[src/rtl/risc_pkg.sv]
// Shared encodings, FSM state type and instruction layout for the parametrised RISC core.
package risc_pkg;

  localparam int unsigned INSTR_W = 16;
  localparam int unsigned RIDX_W  = 3;

  localparam logic [2:0] OPC_MOV = 3'b110;
  localparam logic [2:0] OPC_ALU = 3'b101;

  localparam logic [1:0] ALU_ADD = 2'b00;
  localparam logic [1:0] ALU_CMP = 2'b01;
  localparam logic [1:0] ALU_AND = 2'b10;
  localparam logic [1:0] ALU_MVN = 2'b11;

  localparam logic [1:0] MOV_REG = 2'b00;
  localparam logic [1:0] MOV_IMM = 2'b10;

  localparam logic [1:0] SH_PASS = 2'b00;
  localparam logic [1:0] SH_LSL  = 2'b01;
  localparam logic [1:0] SH_LSR  = 2'b10;
  localparam logic [1:0] SH_ASR  = 2'b11;

  typedef enum logic [2:0] {
    ST_WAIT,
    ST_DECODE,
    ST_GET_A,
    ST_GET_B,
    ST_ALU,
    ST_WR_RD,
    ST_WR_IMM
  } state_e;

  typedef struct packed {
    logic [2:0]        opcode;
    logic [1:0]        op;
    logic [RIDX_W-1:0] rn;
    logic [RIDX_W-1:0] rd;
    logic [1:0]        sh;
    logic [RIDX_W-1:0] rm;
  } instr_t;

endpackage

[src/rtl/risc_regfile.sv]
// Register file: one write port, two combinational read ports; indices at or
// above NREGS read as zero and silently drop writes.
module risc_regfile
  import risc_pkg::*;
#(
  parameter int unsigned DATA_W = 16,
  parameter int unsigned NREGS  = 8
) (
  input  logic              clk,
  input  logic              we_i,
  input  logic [RIDX_W-1:0] waddr_i,
  input  logic [DATA_W-1:0] wdata_i,
  input  logic [RIDX_W-1:0] raddr_a_i,
  input  logic [RIDX_W-1:0] raddr_b_i,
  output logic [DATA_W-1:0] rdata_a_o,
  output logic [DATA_W-1:0] rdata_b_o
);

  localparam int unsigned AW = (NREGS > 1) ? $clog2(NREGS) : 1;

  logic [DATA_W-1:0] regs_q [NREGS];

  logic wvalid_c, avalid_c, bvalid_c;

  assign wvalid_c = 32'(waddr_i)   < NREGS;
  assign avalid_c = 32'(raddr_a_i) < NREGS;
  assign bvalid_c = 32'(raddr_b_i) < NREGS;

  // Contents survive reset by design; only the core FSM is reset.
  always_ff @(posedge clk) begin
    if (we_i && wvalid_c) begin
      regs_q[waddr_i[AW-1:0]] <= wdata_i;
    end
  end

  assign rdata_a_o = avalid_c ? regs_q[raddr_a_i[AW-1:0]] : '0;
  assign rdata_b_o = bvalid_c ? regs_q[raddr_b_i[AW-1:0]] : '0;

endmodule

[src/rtl/risc_core_p.sv]
// Parametrised multi-cycle RISC core: external instruction load, shifter on B,
// ALU with N/V/Z flags, done pulse and sticky err for undefined encodings.
module risc_core_p
  import risc_pkg::*;
#(
  parameter int unsigned DATA_W = 16,
  parameter int unsigned NREGS  = 8
) (
  input  logic               clk,
  input  logic               reset,
  input  logic               s,
  input  logic               load,
  input  logic [INSTR_W-1:0] in,
  output logic [DATA_W-1:0]  out,
  output logic               N,
  output logic               V,
  output logic               Z,
  output logic               w,
  output logic               done,
  output logic               err
);

  localparam int unsigned MSB = DATA_W - 1;

  state_e            state_q, state_d;
  instr_t            ir_q, ir_d;
  logic [DATA_W-1:0] a_q, a_d;
  logic [DATA_W-1:0] b_q, b_d;
  logic [DATA_W-1:0] c_q, c_d;
  logic              n_q, n_d, v_q, v_d, z_q, z_d;
  logic              w_q, w_d, done_q, done_d, err_q, err_d;

  logic              rf_we_c;
  logic [RIDX_W-1:0] rf_waddr_c;
  logic [DATA_W-1:0] rf_wdata_c;
  logic [DATA_W-1:0] rdata_a_c, rdata_b_c;

  logic [7:0]        imm8_c;
  logic [DATA_W-1:0] imm_sext_c;
  logic [DATA_W-1:0] bsh_c, ain_c, res_c;
  logic              ovf_c;
  logic              is_alu_c, is_mov_c;

  risc_regfile #(
    .DATA_W (DATA_W),
    .NREGS  (NREGS)
  ) u_rf (
    .clk       (clk),
    .we_i      (rf_we_c),
    .waddr_i   (rf_waddr_c),
    .wdata_i   (rf_wdata_c),
    .raddr_a_i (ir_q.rn),
    .raddr_b_i (ir_q.rm),
    .rdata_a_o (rdata_a_c),
    .rdata_b_o (rdata_b_c)
  );

  assign is_alu_c   = (ir_q.opcode == OPC_ALU);
  assign is_mov_c   = (ir_q.opcode == OPC_MOV);
  assign imm8_c     = {ir_q.rd, ir_q.sh, ir_q.rm};
  assign imm_sext_c = {{(DATA_W-8){imm8_c[7]}}, imm8_c};

  // Single-bit shifter on the B operand.
  always_comb begin
    bsh_c = b_q;
    case (ir_q.sh)
      SH_LSL:  bsh_c = {b_q[MSB-1:0], 1'b0};
      SH_LSR:  bsh_c = {1'b0, b_q[MSB:1]};
      SH_ASR:  bsh_c = {b_q[MSB], b_q[MSB:1]};
      default: bsh_c = b_q;
    endcase
  end

  // MOV reg and MVN ignore the A operand.
  assign ain_c = (is_mov_c || (ir_q.op == ALU_MVN)) ? '0 : a_q;

  always_comb begin
    res_c = bsh_c;
    ovf_c = 1'b0;
    if (is_alu_c) begin
      case (ir_q.op)
        ALU_ADD: begin
          res_c = ain_c + bsh_c;
          ovf_c = (ain_c[MSB] == bsh_c[MSB]) && (res_c[MSB] != ain_c[MSB]);
        end
        ALU_CMP: begin
          res_c = ain_c - bsh_c;
          ovf_c = (ain_c[MSB] != bsh_c[MSB]) && (res_c[MSB] != ain_c[MSB]);
        end
        ALU_AND: res_c = ain_c & bsh_c;
        default: res_c = ~bsh_c;
      endcase
    end
  end

  // Next-state and datapath control.
  always_comb begin
    state_d    = state_q;
    ir_d       = ir_q;
    a_d        = a_q;
    b_d        = b_q;
    c_d        = c_q;
    n_d        = n_q;
    v_d        = v_q;
    z_d        = z_q;
    err_d      = err_q;
    rf_we_c    = 1'b0;
    rf_waddr_c = ir_q.rd;
    rf_wdata_c = c_q;

    case (state_q)
      ST_WAIT: begin
        if (load) begin
          ir_d = instr_t'(in);
        end
        if (s) begin
          state_d = ST_DECODE;
          err_d   = 1'b0;
        end
      end
      ST_DECODE: begin
        if (is_mov_c && (ir_q.op == MOV_IMM)) begin
          state_d = ST_WR_IMM;
        end else if (is_mov_c && (ir_q.op == MOV_REG)) begin
          state_d = ST_GET_B;
        end else if (is_alu_c) begin
          state_d = (ir_q.op == ALU_MVN) ? ST_GET_B : ST_GET_A;
        end else begin
          state_d = ST_WAIT;
          err_d   = 1'b1;
        end
      end
      ST_GET_A: begin
        a_d     = rdata_a_c;
        state_d = ST_GET_B;
      end
      ST_GET_B: begin
        b_d     = rdata_b_c;
        state_d = ST_ALU;
      end
      ST_ALU: begin
        c_d = res_c;
        if (is_alu_c) begin
          n_d = res_c[MSB];
          z_d = (res_c == '0);
          v_d = ovf_c;
        end
        state_d = (is_alu_c && (ir_q.op == ALU_CMP)) ? ST_WAIT : ST_WR_RD;
      end
      ST_WR_RD: begin
        rf_we_c = 1'b1;
        state_d = ST_WAIT;
      end
      ST_WR_IMM: begin
        rf_we_c    = 1'b1;
        rf_waddr_c = ir_q.rn;
        rf_wdata_c = imm_sext_c;
        state_d    = ST_WAIT;
      end
      default: state_d = ST_WAIT;
    endcase

    // A reset on this edge aborts any pending write-back.
    if (reset) begin
      rf_we_c = 1'b0;
    end

    w_d    = (state_d == ST_WAIT);
    done_d = (state_q != ST_WAIT) && (state_d == ST_WAIT);
  end

  always_ff @(posedge clk) begin
    if (reset) begin
      state_q <= ST_WAIT;
      ir_q    <= '0;
      a_q     <= '0;
      b_q     <= '0;
      c_q     <= '0;
      n_q     <= 1'b0;
      v_q     <= 1'b0;
      z_q     <= 1'b0;
      w_q     <= 1'b1;
      done_q  <= 1'b0;
      err_q   <= 1'b0;
    end else begin
      state_q <= state_d;
      ir_q    <= ir_d;
      a_q     <= a_d;
      b_q     <= b_d;
      c_q     <= c_d;
      n_q     <= n_d;
      v_q     <= v_d;
      z_q     <= z_d;
      w_q     <= w_d;
      done_q  <= done_d;
      err_q   <= err_d;
    end
  end

  assign out  = c_q;
  assign N    = n_q;
  assign V    = v_q;
  assign Z    = z_q;
  assign w    = w_q;
  assign done = done_q;
  assign err  = err_q;

endmodule
[config.mk]
export PLATFORM = sky130hd
export DESIGN_NAME = risc_core_p
export DESIGN_NICKNAME = d
export VERILOG_FILES = /design/src/rtl/risc_pkg.sv /design/src/rtl/risc_regfile.sv /design/src/rtl/risc_core_p.sv
export SDC_FILE = /design/constraint.sdc
export NUM_CORES = 1
export LEC_CHECK = 0
export BUFFER_PORTS_ARGS = -buffer_cell sky130_fd_sc_hd__buf_2
export CORE_MARGIN = 2
export CORE_UTILIZATION = 55
export CTS_CLUSTER_DIAMETER = 40
export CTS_CLUSTER_SIZE = 14
export DETAILED_ROUTE_END_ITERATION = 16
export PLACE_DENSITY = 0.82
export SYNTH_ARGS = -nofsm -noshare
export SYNTH_HDL_FRONTEND = slang
export SYNTH_SLANG_ARGS = --single-unit
export TNS_END_PERCENT = 30
[constraint.sdc]
create_clock -name clk -period 5.39 [get_ports clk]
set_input_delay 1.078 -clock clk [delete_from_list [all_inputs] [get_ports clk]]
set_output_delay 1.078 -clock clk [all_outputs]
set_load 0.05 [all_outputs]
==> results of run 1 <==
[power by group through the flow]
stage	clock (W)	sequential [W]	combinational, W
floorplan	0	0.00167	0.000188
global placement	0	0.00168	0.000230
detailed placement	0	0.00168	0.000235
CTS	0.00183	0.00165	0.000237
global route	0.00189	0.00165	0.000256
finish	0.00181	0.00165	0.000238
[layer usage]
metal	track usage [%]	routed length, um	up-vias
met3	4.29	2010	58
met2	41.9	13100	350
met1	36.7	11800	4028
met5	0	0	-
met4	9.13	804	0
li1	-	-	3775
[critical path, stage by stage, from the launching register on]
cell	delay, ps
dfxtp_1	350
inv_1	80
a32oi_1	910
nand2_1	250
inv_1	110
ha_1	160
inv_1	70
fa_1	430
nand2b_2	210
a211oi_1	390
o31ai_1	140
xnor2_1	140
o311ai_0	450
nand4_1	210
nor4_1	280
nand4_1	130
o21ai_1	120
[path summary, 6_finish.rpt]
kind                            startpoint  end  slack, ps  depth (start not counted)
worst max-delay path              ir_q[13]    Z        900                         16
worst min register to register           N    N        450                          2
worst min-delay path                     N    N        450                          2
worst max register to register    ir_q[13]    Z        900                         16
[cell usage after synthesis, drive strengths merged, types with 5 or more instances]
library cell  instances
edfxtp              128
nand2               107
nor2                102
dfxtp                73
mux4                 64
a21oi                55
mux2i                52
a211oi               48
clkbuf               44
o21ai                40
inv                  36
ha                   32
buf                  27
nor3                 20
and2                 16
nor2b                15
a31oi                11
mux2                 10
nand2b                8
xnor2                 8
a21o                  7
nor3b                 6
o31ai                 6
nand3b                5
xor2                  5
[cell usage in the layout (no fill, tap or decap), types with 4 or more instances in the layout]
cell | synthesis | layout
nand3b_1 | 5 | 5
inv_1 | 34 | 34
ha_1 | 32 | 32
o21ai_0 | 34 | 34
nand2_1 | 107 | 107
nand4_1 | 4 | 4
dfxtp_1 | 73 | 70
nor3b_1 | 5 | 5
a31oi_1 | 11 | 11
nor2b_1 | 15 | 15
buf_4 | 3 | 19
edfxtp_1 | 128 | 128
clkbuf_16 | 0 | 29
mux4_2 | 64 | 64
clkinv_4 | 0 | 4
a21o_1 | 7 | 7
xor2_1 | 5 | 5
nand2b_1 | 7 | 7
mux2_2 | 9 | 9
a211o_1 | 4 | 4
nor3_1 | 19 | 19
a211oi_1 | 47 | 47
nor2_1 | 99 | 98
o21a_1 | 4 | 4
xnor2_1 | 8 | 8
o31ai_1 | 5 | 5
nand3_1 | 4 | 4
and2_1 | 16 | 16
inv_6 | 0 | 9
a21oi_1 | 52 | 52
mux2i_1 | 52 | 52
o21ai_1 | 5 | 5
buf_2 | 14 | 41
[cell type report]
class / count / area share [%]
inverter: 36 / 1.08
clock inverter: 22 / 1.71
multi-input combinational: 687 / 43.7
clock buffer: 30 / 5.81
timing repair buffer: 60 / 2.77
tap: 270 / 2.69
sequential: 201 / 42.3
[metrics by stage]
| step | worst slack (ps) | total power (W) | std cells |
|---|---|---|---|
| 2_1_floorplan | 1620 | 0.00186 | 995 |
| 3_3_place_gp | 1180 | 0.00191 | 1254 |
| 3_5_place_dp | 1030 | 0.00191 | 1254 |
| 4_1_cts | 982 | 0.00372 | 1306 |
| 5_1_grt | 576 | 0.00380 | 1306 |
| 6_report | 899 | 0.00370 | 1306 |
[logic make-up (layout without fill, tap and decap cells)]
group	Yosys count	in the layout	share of synthesized area (%)
compound gates	213	213	13.0
xor+xnor	13	13	1.01
fa+ha+maj	34	34	3.92
buf+inv	107	148	4.03
flops	201	201	47.2
mux	126	126	18.5
simple gates	301	301	12.4
[sequential cells by signal, indices dropped and copies added, names as in the netlist]
signal / count
N: 1
V: 1
Z: 1
a_q: 16
b_q: 16
done: 1
err: 1
imm8_c: 8
ir_q: 8
out: 16
state_q: 3
u_rf.regs_q: 128
w: 1
==> qor.yml, run 1 <==
multi_input_area_mm2: 0.00549
fill_cells: 1561
grt_pass1_wl_mm: 44.1
post_dp_cell_area_mm2: 0.0116
wirelength_mm: 27.8
yosysTopAreaCell: "edfxtp_1"
final_hold_viol_count: 0
switching_share_pct: 24.3
p_seq_share_pct: 44.5
ys_seq_elements: 201
pin_count: 42
drv_slew: 0
via_count: 8211
core_area_mm2: 0.0202
drt-pass1-iter-count: 5
fmaxAchievable_ghz: 0.223
relSlewSlack_pct: 16.1
synthFlopType: "edfxtp_1"
area_growth_pct: 11.7
fin_util_pct: 62.3
synth_cell_types: 82
via_per_inst: 6.29
cts_root_buf: "clkbuf_16"
pwr-share-comb_pct: 6.4
clockBufferDepth: 3
synth_nets: 1049
synth_cells: 995
regArea_mm2: 0.00531
critical_path_arrival_ps: 4960
antenna_found_initial: 0
powerDensity_mw_per_mm2: 294
clkTransAtPathRegs_ps: 60
drt_iter0_markers: 887
hpwl_mm: 18.7
start_kind: "register"
period_minus_slack_ps: 4490
status: "finished, final reports clean"
synth.top_cell.area_share_pct: 34.2
post_synth_instance_area_mm2: 0.0112
die-area_mm2: 0.0216
crit_type: "register to register"
h-tree-depth: 1
synth_edf_count: 128
final.setup_skew_ps: 22.5
grt_max_degree: 75
antenna_cells: 0
finalInstanceArea_mm2: 0.0126
cts_setup_buffers: 0
post_cts_resize_count: 0
cts_hold_buf: 0
start_util_pct: 55.7
hp-class: "register to register"
rsz0062_at_grt: "no"
drive_gt1_share_pct: 20.8
fin_tns_setup_ps: 0
cts_sinks: 201
post-route-period-util_pct: 83.3
port_buffers: 41
setup_viol: 0
power_switching_w: 0.000899
nets: 1068
worst_slew_pin_slew_ps: 1260
critPathRequiredTime_ps: 5860
insertion_delay_ps: 540
yosys_warnings: 0
endpoint_kind: "register"
overflow: 0
grt_use_total_pct: 26.2
grt_pass1_vias: 7842
intPower_w: 0.00280
drc: 0
syn_area_per_cell_um2: 11.3
die_y_um: 147
rows: 52
cts_buffers: 28
synth_area_leaders: "edfxtp_1 (34%), dfxtp_1 (13%), mux4_2 (13%)"
maxCapViolCount: 0
clkPwrFrac_pct: 49.0
vdd_drop_max_mv: 0.256
worstPathMaxFanout: 17
cts_tree: "built"
wl_per_cell_um: 21.3
place_congestion: 0.915
die_w_um: 147
whs_ps: 454
p_leak_nw: 4.39
async_reset_ff_share_pct: 0
drtAntennaViolNets: 0
ys_seq_area_share_pct: 47.2
(Power assumes the default switching activity.)
==> run 2: changes to the inputs <==
- PLACE_DENSITY: 0.82 -> 0.85
- clock period: 5.39 -> 4 ns (I/O delays scaled with it)
==> qor.yml, run 2 (same netlist as run 1, synthesis figures left out) <==
status: "finished, final reports clean"
period_minus_slack_ps: 3710  # -782 ps
start_util_pct: 55.7  # unchanged
core_area_mm2: 0.0202  # unchanged
overflow: 0  # unchanged
intPower_w: 0.00370  # +32%
drv_slew: 0  # unchanged
final_hold_viol_count: 0  # unchanged
setup_viol: 0  # unchanged
fin_util_pct: 62.4  # +0.12 points
reg2regPathDepth: 16  # unchanged
drt-pass1-iter-count: 6  # +1
endpoint_kind: "register"
r2r-end: "Z"
hp-class: "register to register"
pwr-share-comb_pct: 6.5  # about the same
clkTransAtPathRegs_ps: 60  # about the same
wirelength_mm: 28.8  # +3.7%
cp_slowest_cell: "o311ai_0"
reg2reg_from: "ir_q[13]"
power_switching_w: 0.00117  # +31%
wl_per_cell_um: 22.0  # +3.3%
rsz0062_at_grt: "no"
post-route-period-util_pct: 92.7  # +9.4 points
path_buf_inv: 3  # unchanged
crit_top_cell: "inv_1"
insertion_delay_ps: 530  # about the same
port_buffers: 41  # unchanged
switching_share_pct: 24.1  # -0.25 points
post_dp_cell_area_mm2: 0.0117  # +0.66%
path_cells: "inv_1 -> a32oi_1 -> nand2_1 -> inv_1 -> ha_1 -> inv_1 -> fa_1 -> nand2b_2 -> a211oi_2 -> o31ai_1 -> xnor2_1 -> o311ai_0 -> nand4_1 -> nor4_1 -> nand4_1 -> o21ai_1"
whs_ps: 459  # +5.01 ps
critical_path_arrival_ps: 4170  # -790 ps
final.setup_skew_ps: 17.9  # -4.61 ps
reg2reg_slack_ps: 290  # -610 ps
grt_use_total_pct: 26.6  # +0.40 points
grt_pass1_wl_mm: 44.9  # +1.8%
worstPathMaxFanout: 3  # -14
nets: 1076  # +0.75%
drt_iter0_markers: 1145  # +29%
antenna_found_initial: 0  # unchanged
area_growth_pct: 12.0
hp-start: "imm8_c[2]"
drtAntennaViolNets: 0  # unchanged
hold_end: "imm8_c[2]"
cts_setup_buffers: 0  # unchanged
worst_slew_pin_slew_ps: 1220  # -37.4 ps
crit_type: "register to register"
grt_max_degree: 67  # -11%
layout_commonest_cell: "edfxtp_1"
die_y_um: 147  # unchanged
vdd_drop_max_mv: 0.388  # +52%
cp_top_family: "compound AO/OA/AOI/OAI gates"
cts_tree: "built"
powerDensity_mw_per_mm2: 387  # +32%
cts_root_buf: "clkbuf_16"
pin_count: 42  # unchanged
p_leak_nw: 4.41  # +0.37%
cts_buffers: 26  # -7.1%
largest_reg_flops: 128  # unchanged
die-area_mm2: 0.0216  # unchanged
cts_hold_buf: 0  # unchanged
clkPwrFrac_pct: 47.8  # -1.2 points
finalInstanceArea_mm2: 0.0126  # +0.20%
die_w_um: 147  # unchanged
antenna_cells: 0  # unchanged
fin_tns_setup_ps: 0  # unchanged
clockBufferDepth: 3  # unchanged
h-tree-depth: 1  # unchanged
p_seq_share_pct: 45.7  # +1.2 points
hold_path_depth: 2  # unchanged
grt_pass1_vias: 8147  # +3.9%
relSlewSlack_pct: 18.6  # +2.5 points
cts_sinks: 201  # unchanged
fmaxAchievable_ghz: 0.270  # +21%
via_per_inst: 6.35  # +0.96%
maxCapViolCount: 0  # unchanged
via_count: 8328  # +1.4%
hpwl_mm: 19.2  # +2.5%
critPathRequiredTime_ps: 4460  # -1400 ps
max_stage_delay_ps: 460  # -450 ps
drive_gt1_share_pct: 21.7  # +0.94 points
rows: 52  # unchanged
final_cell_mix: "edfxtp_1 (128), nand2_1 (107), nor2_1 (98)"
place_congestion: 0.889  # -2.8%
drc: 0  # unchanged
post_cts_resize_count: 0  # unchanged
start_kind: "register"
run 2: layout make-up:
type | count | area [um2]
clock buffer | 28 | 658
clock inverter | 20 | 223
fill | 1512 | 7580
inverter | 36 | 135
multi-input combinational | 687 | 5500
sequential | 201 | 5310
tap | 270 | 338
timing repair buffer | 70 | 423
run 2: through the flow:
step | power [W] | std cells | setup slack [ps]
final | 0.00488 | 1312 | 291
after global routing | 0.00501 | 1312 | 28.5
after CTS | 0.00490 | 1312 | 218
after detailed placement | 0.00258 | 1264 | 249
after global placement | 0.00257 | 1264 | 332
after floorplan | 0.00250 | 995 | 227
run 2: worst register-to-register path: stages (launching register included):
cell	delay [ps]
dfxtp_1	330
inv_1	80
a32oi_1	380
nand2_1	160
inv_1	80
ha_1	150
inv_1	70
fa_1	450
nand2b_2	220
a211oi_2	280
o31ai_1	120
xnor2_1	130
o311ai_0	460
nand4_1	190
nor4_1	250
nand4_1	130
o21ai_1	150
run 2: power by group through the flow:
stage	Sequential (W)	Combinational (W)	Clock, W
final	0.00223	0.000316	0.00233
after global routing	0.00223	0.000335	0.00244
after CTS	0.00223	0.000312	0.00235
after detailed placement	0.00227	0.000308	0
after global placement	0.00227	0.000302	0
after floorplan	0.00225	0.000253	0
run 2: how the worst max path moves through the flow:
| stage | from | end | slack, ps | cells past startpoint |
|---|---|---|---|---|
| final | ir_q[13] | Z | 290 | 16 |
| after global routing | ir_q[13] | Z | 30 | 17 |
| after CTS | ir_q[13] | Z | 220 | 16 |
| after detailed placement | ir_q[13] | Z | 250 | 16 |
| after global placement | imm8_c[3] | Z | 330 | 15 |
| after floorplan | ir_q[11] | Z | 230 | 19 |
run 2: routing by layer:
metal  up-vias  global-route usage [%]  routed length [um]
met2       414                    44.9               14100
met1      4057                    36.6               11600
met3        65                    3.60                2500
met5         -                       0                   0
li1       3792                       -                   -
met4         0                    7.55                 715
==> run 3: changes to the inputs <==
- REMOVE_ABC_BUFFERS: default -> 1
==> qor.yml, run 3 (same netlist as run 1, synthesis figures left out) <==
start_kind: "register"
start_util_pct: 55.7  # unchanged
clockBufferDepth: 3  # unchanged
cts_buffers: 23  # -12%
via_per_inst: 6.34  # about the same
cts_tree: "built"
drv_slew: 0  # unchanged
dp_cells: 1261  # -0.24%
setup_viol: 0  # unchanged
reg2reg_slack_ps: 250  # -40 ps
largest_reg_flops: 128  # unchanged
final_cell_mix: "edfxtp_1 (128), nand2_1 (107), nor2_1 (98)"
grt_pass1_vias: 7877  # -3.3%
gr-usage-met2_pct: 44.8  # -0.047 points
fin_util_pct: 61.5  # -0.88 points
fmaxAchievable_ghz: 0.267  # -1.1%
nets: 1070  # -0.56%
final_hold_viol_count: 0  # unchanged
pin_count: 42  # unchanged
vdd_drop_max_mv: 0.368  # -5.1%
wirelength_mm: 28.3  # -1.8%
area_growth_pct: 10.4
cts_hold_buf: 0  # unchanged
post_cts_resize_count: 0  # unchanged
globalRouteMet3Util_pct: 3.14  # -0.47 points
regArea_mm2: 0.00531  # about the same
drtAntennaViolNets: 0  # unchanged
core_area_mm2: 0.0202  # unchanged
overflow: 0  # unchanged
fin_tns_setup_ps: 0  # unchanged
drive_gt1_share_pct: 20.2  # -1.5 points
rsz0062_at_grt: "no"
die-area_mm2: 0.0216  # unchanged
worst_slew_pin_slew_ps: 1200  # -18.1 ps
period_minus_slack_ps: 3750  # +40.7 ps
drc: 0  # unchanged
drt_iter0_markers: 804  # -30%
antenna_found_initial: 0  # unchanged
insertion_delay_ps: 510  # -20 ps
layout_commonest_cell: "edfxtp_1"
die_y_um: 147  # unchanged
cts_sinks: 201  # unchanged
die_w_um: 147  # unchanged
via_count: 8263  # -0.78%
critPathRequiredTime_ps: 4430  # -30 ps
critical_path_arrival_ps: 4180  # about the same
wl_per_cell_um: 21.7  # -1.1%
maxCapViolCount: 0  # unchanged
final.setup_skew_ps: 12.8  # -5.13 ps
cts_setup_buffers: 0  # unchanged
endpoint_kind: "register"
fill_cells: 1544  # +2.1%
hp-class: "register to register"
place_congestion: 0.907  # +2.0%
clkTransAtPathRegs_ps: 60  # about the same
post-route-period-util_pct: 93.7  # +1.0 points
hpwl_mm: 18.7  # -2.4%
globalRouteMet1Util_pct: 33.8  # -2.7 points
worstPathMaxFanout: 12  # +9
hold_path_depth: 2  # unchanged
port_buffers: 41  # unchanged
h-tree-depth: 1  # unchanged
p_leak_nw: 4.33  # -1.8%
antenna_cells: 0  # unchanged
instances_no_fill: 1303  # -0.69%
reg2regPathDepth: 14  # -2
crit_type: "register to register"
powerDensity_mw_per_mm2: 368  # -4.9%
drt-pass1-iter-count: 5  # -1
grt_max_degree: 76  # +13%
multi_input_area_mm2: 0.00549  # -0.20%
busiest_layer: "met2"
cts_root_buf: "clkbuf_16"
grt_use_total_pct: 25.8  # -0.76 points
relSlewSlack_pct: 19.8  # +1.2 points
rows: 52  # unchanged
grt_pass1_wl_mm: 43.6  # -2.8%
status: "finished, final reports clean"
## run 3: final timing paths
kind | from | endpoint
hold / removal | N | N
setup reg to reg | imm8_c[3] | out[14]
setup / recovery | imm8_c[3] | out[14]
hold reg to reg | N | N
## run 3: final cells by class
class / count / area share, %
Tap cell: 270 / 2.72
Sequential cell: 201 / 42.8
Multi-Input combinational cell: 687 / 44.2
Timing Repair Buffer: 67 / 3.23
Clock inverter: 10 / 0.847
Inverter: 36 / 1.09
Clock buffer: 32 / 5.10
## run 3: routing by layer
layer | share of wire [%] | wire, um | up-vias
li1 | - | - | 3770
met1 | 39 | 11100 | 4009
met2 | 50 | 14300 | 415
met3 | 7.0 | 1990 | 69
met4 | 3.3 | 943 | 0
met5 | 0 | 0 | -
## run 3: per-stage QoR
| step | cell area (um2) | hold WS, ps | worst slack, ps | power [W] |
|---|---|---|---|---|
| floorplan | 10900 | 439 | -252 | 0.00248 |
| global placement | 11700 | 444 | 344 | 0.00257 |
| detailed placement | 11700 | 444 | 330 | 0.00258 |
| CTS | 12400 | 453 | 308 | 0.00459 |
| global route | 12400 | 473 | 30.8 | 0.00470 |
| finish | 12400 | 450 | 250 | 0.00457 |
## run 3: where the power goes
group          switching (W)  total [W]  internal [W]
Combinational       0.000163   0.000303      0.000139
Sequential         0.0000433    0.00224       0.00219
Clock               0.000839    0.00203       0.00119
Total                0.00105    0.00457       0.00352
## run 3: worst max-delay path: stages (launching register included)
cell,delay [ps]
dfxtp_1,490
buf_4,290
mux2i_1,210
nor2_1,50
a21oi_1,300
inv_1,90
ha_1,250
or4_1,560
a31o_1,280
a2111oi_4,400
mux2i_1,250
o211ai_1,110
o21ai_1,140
nor2_1,80
nor3_1,170
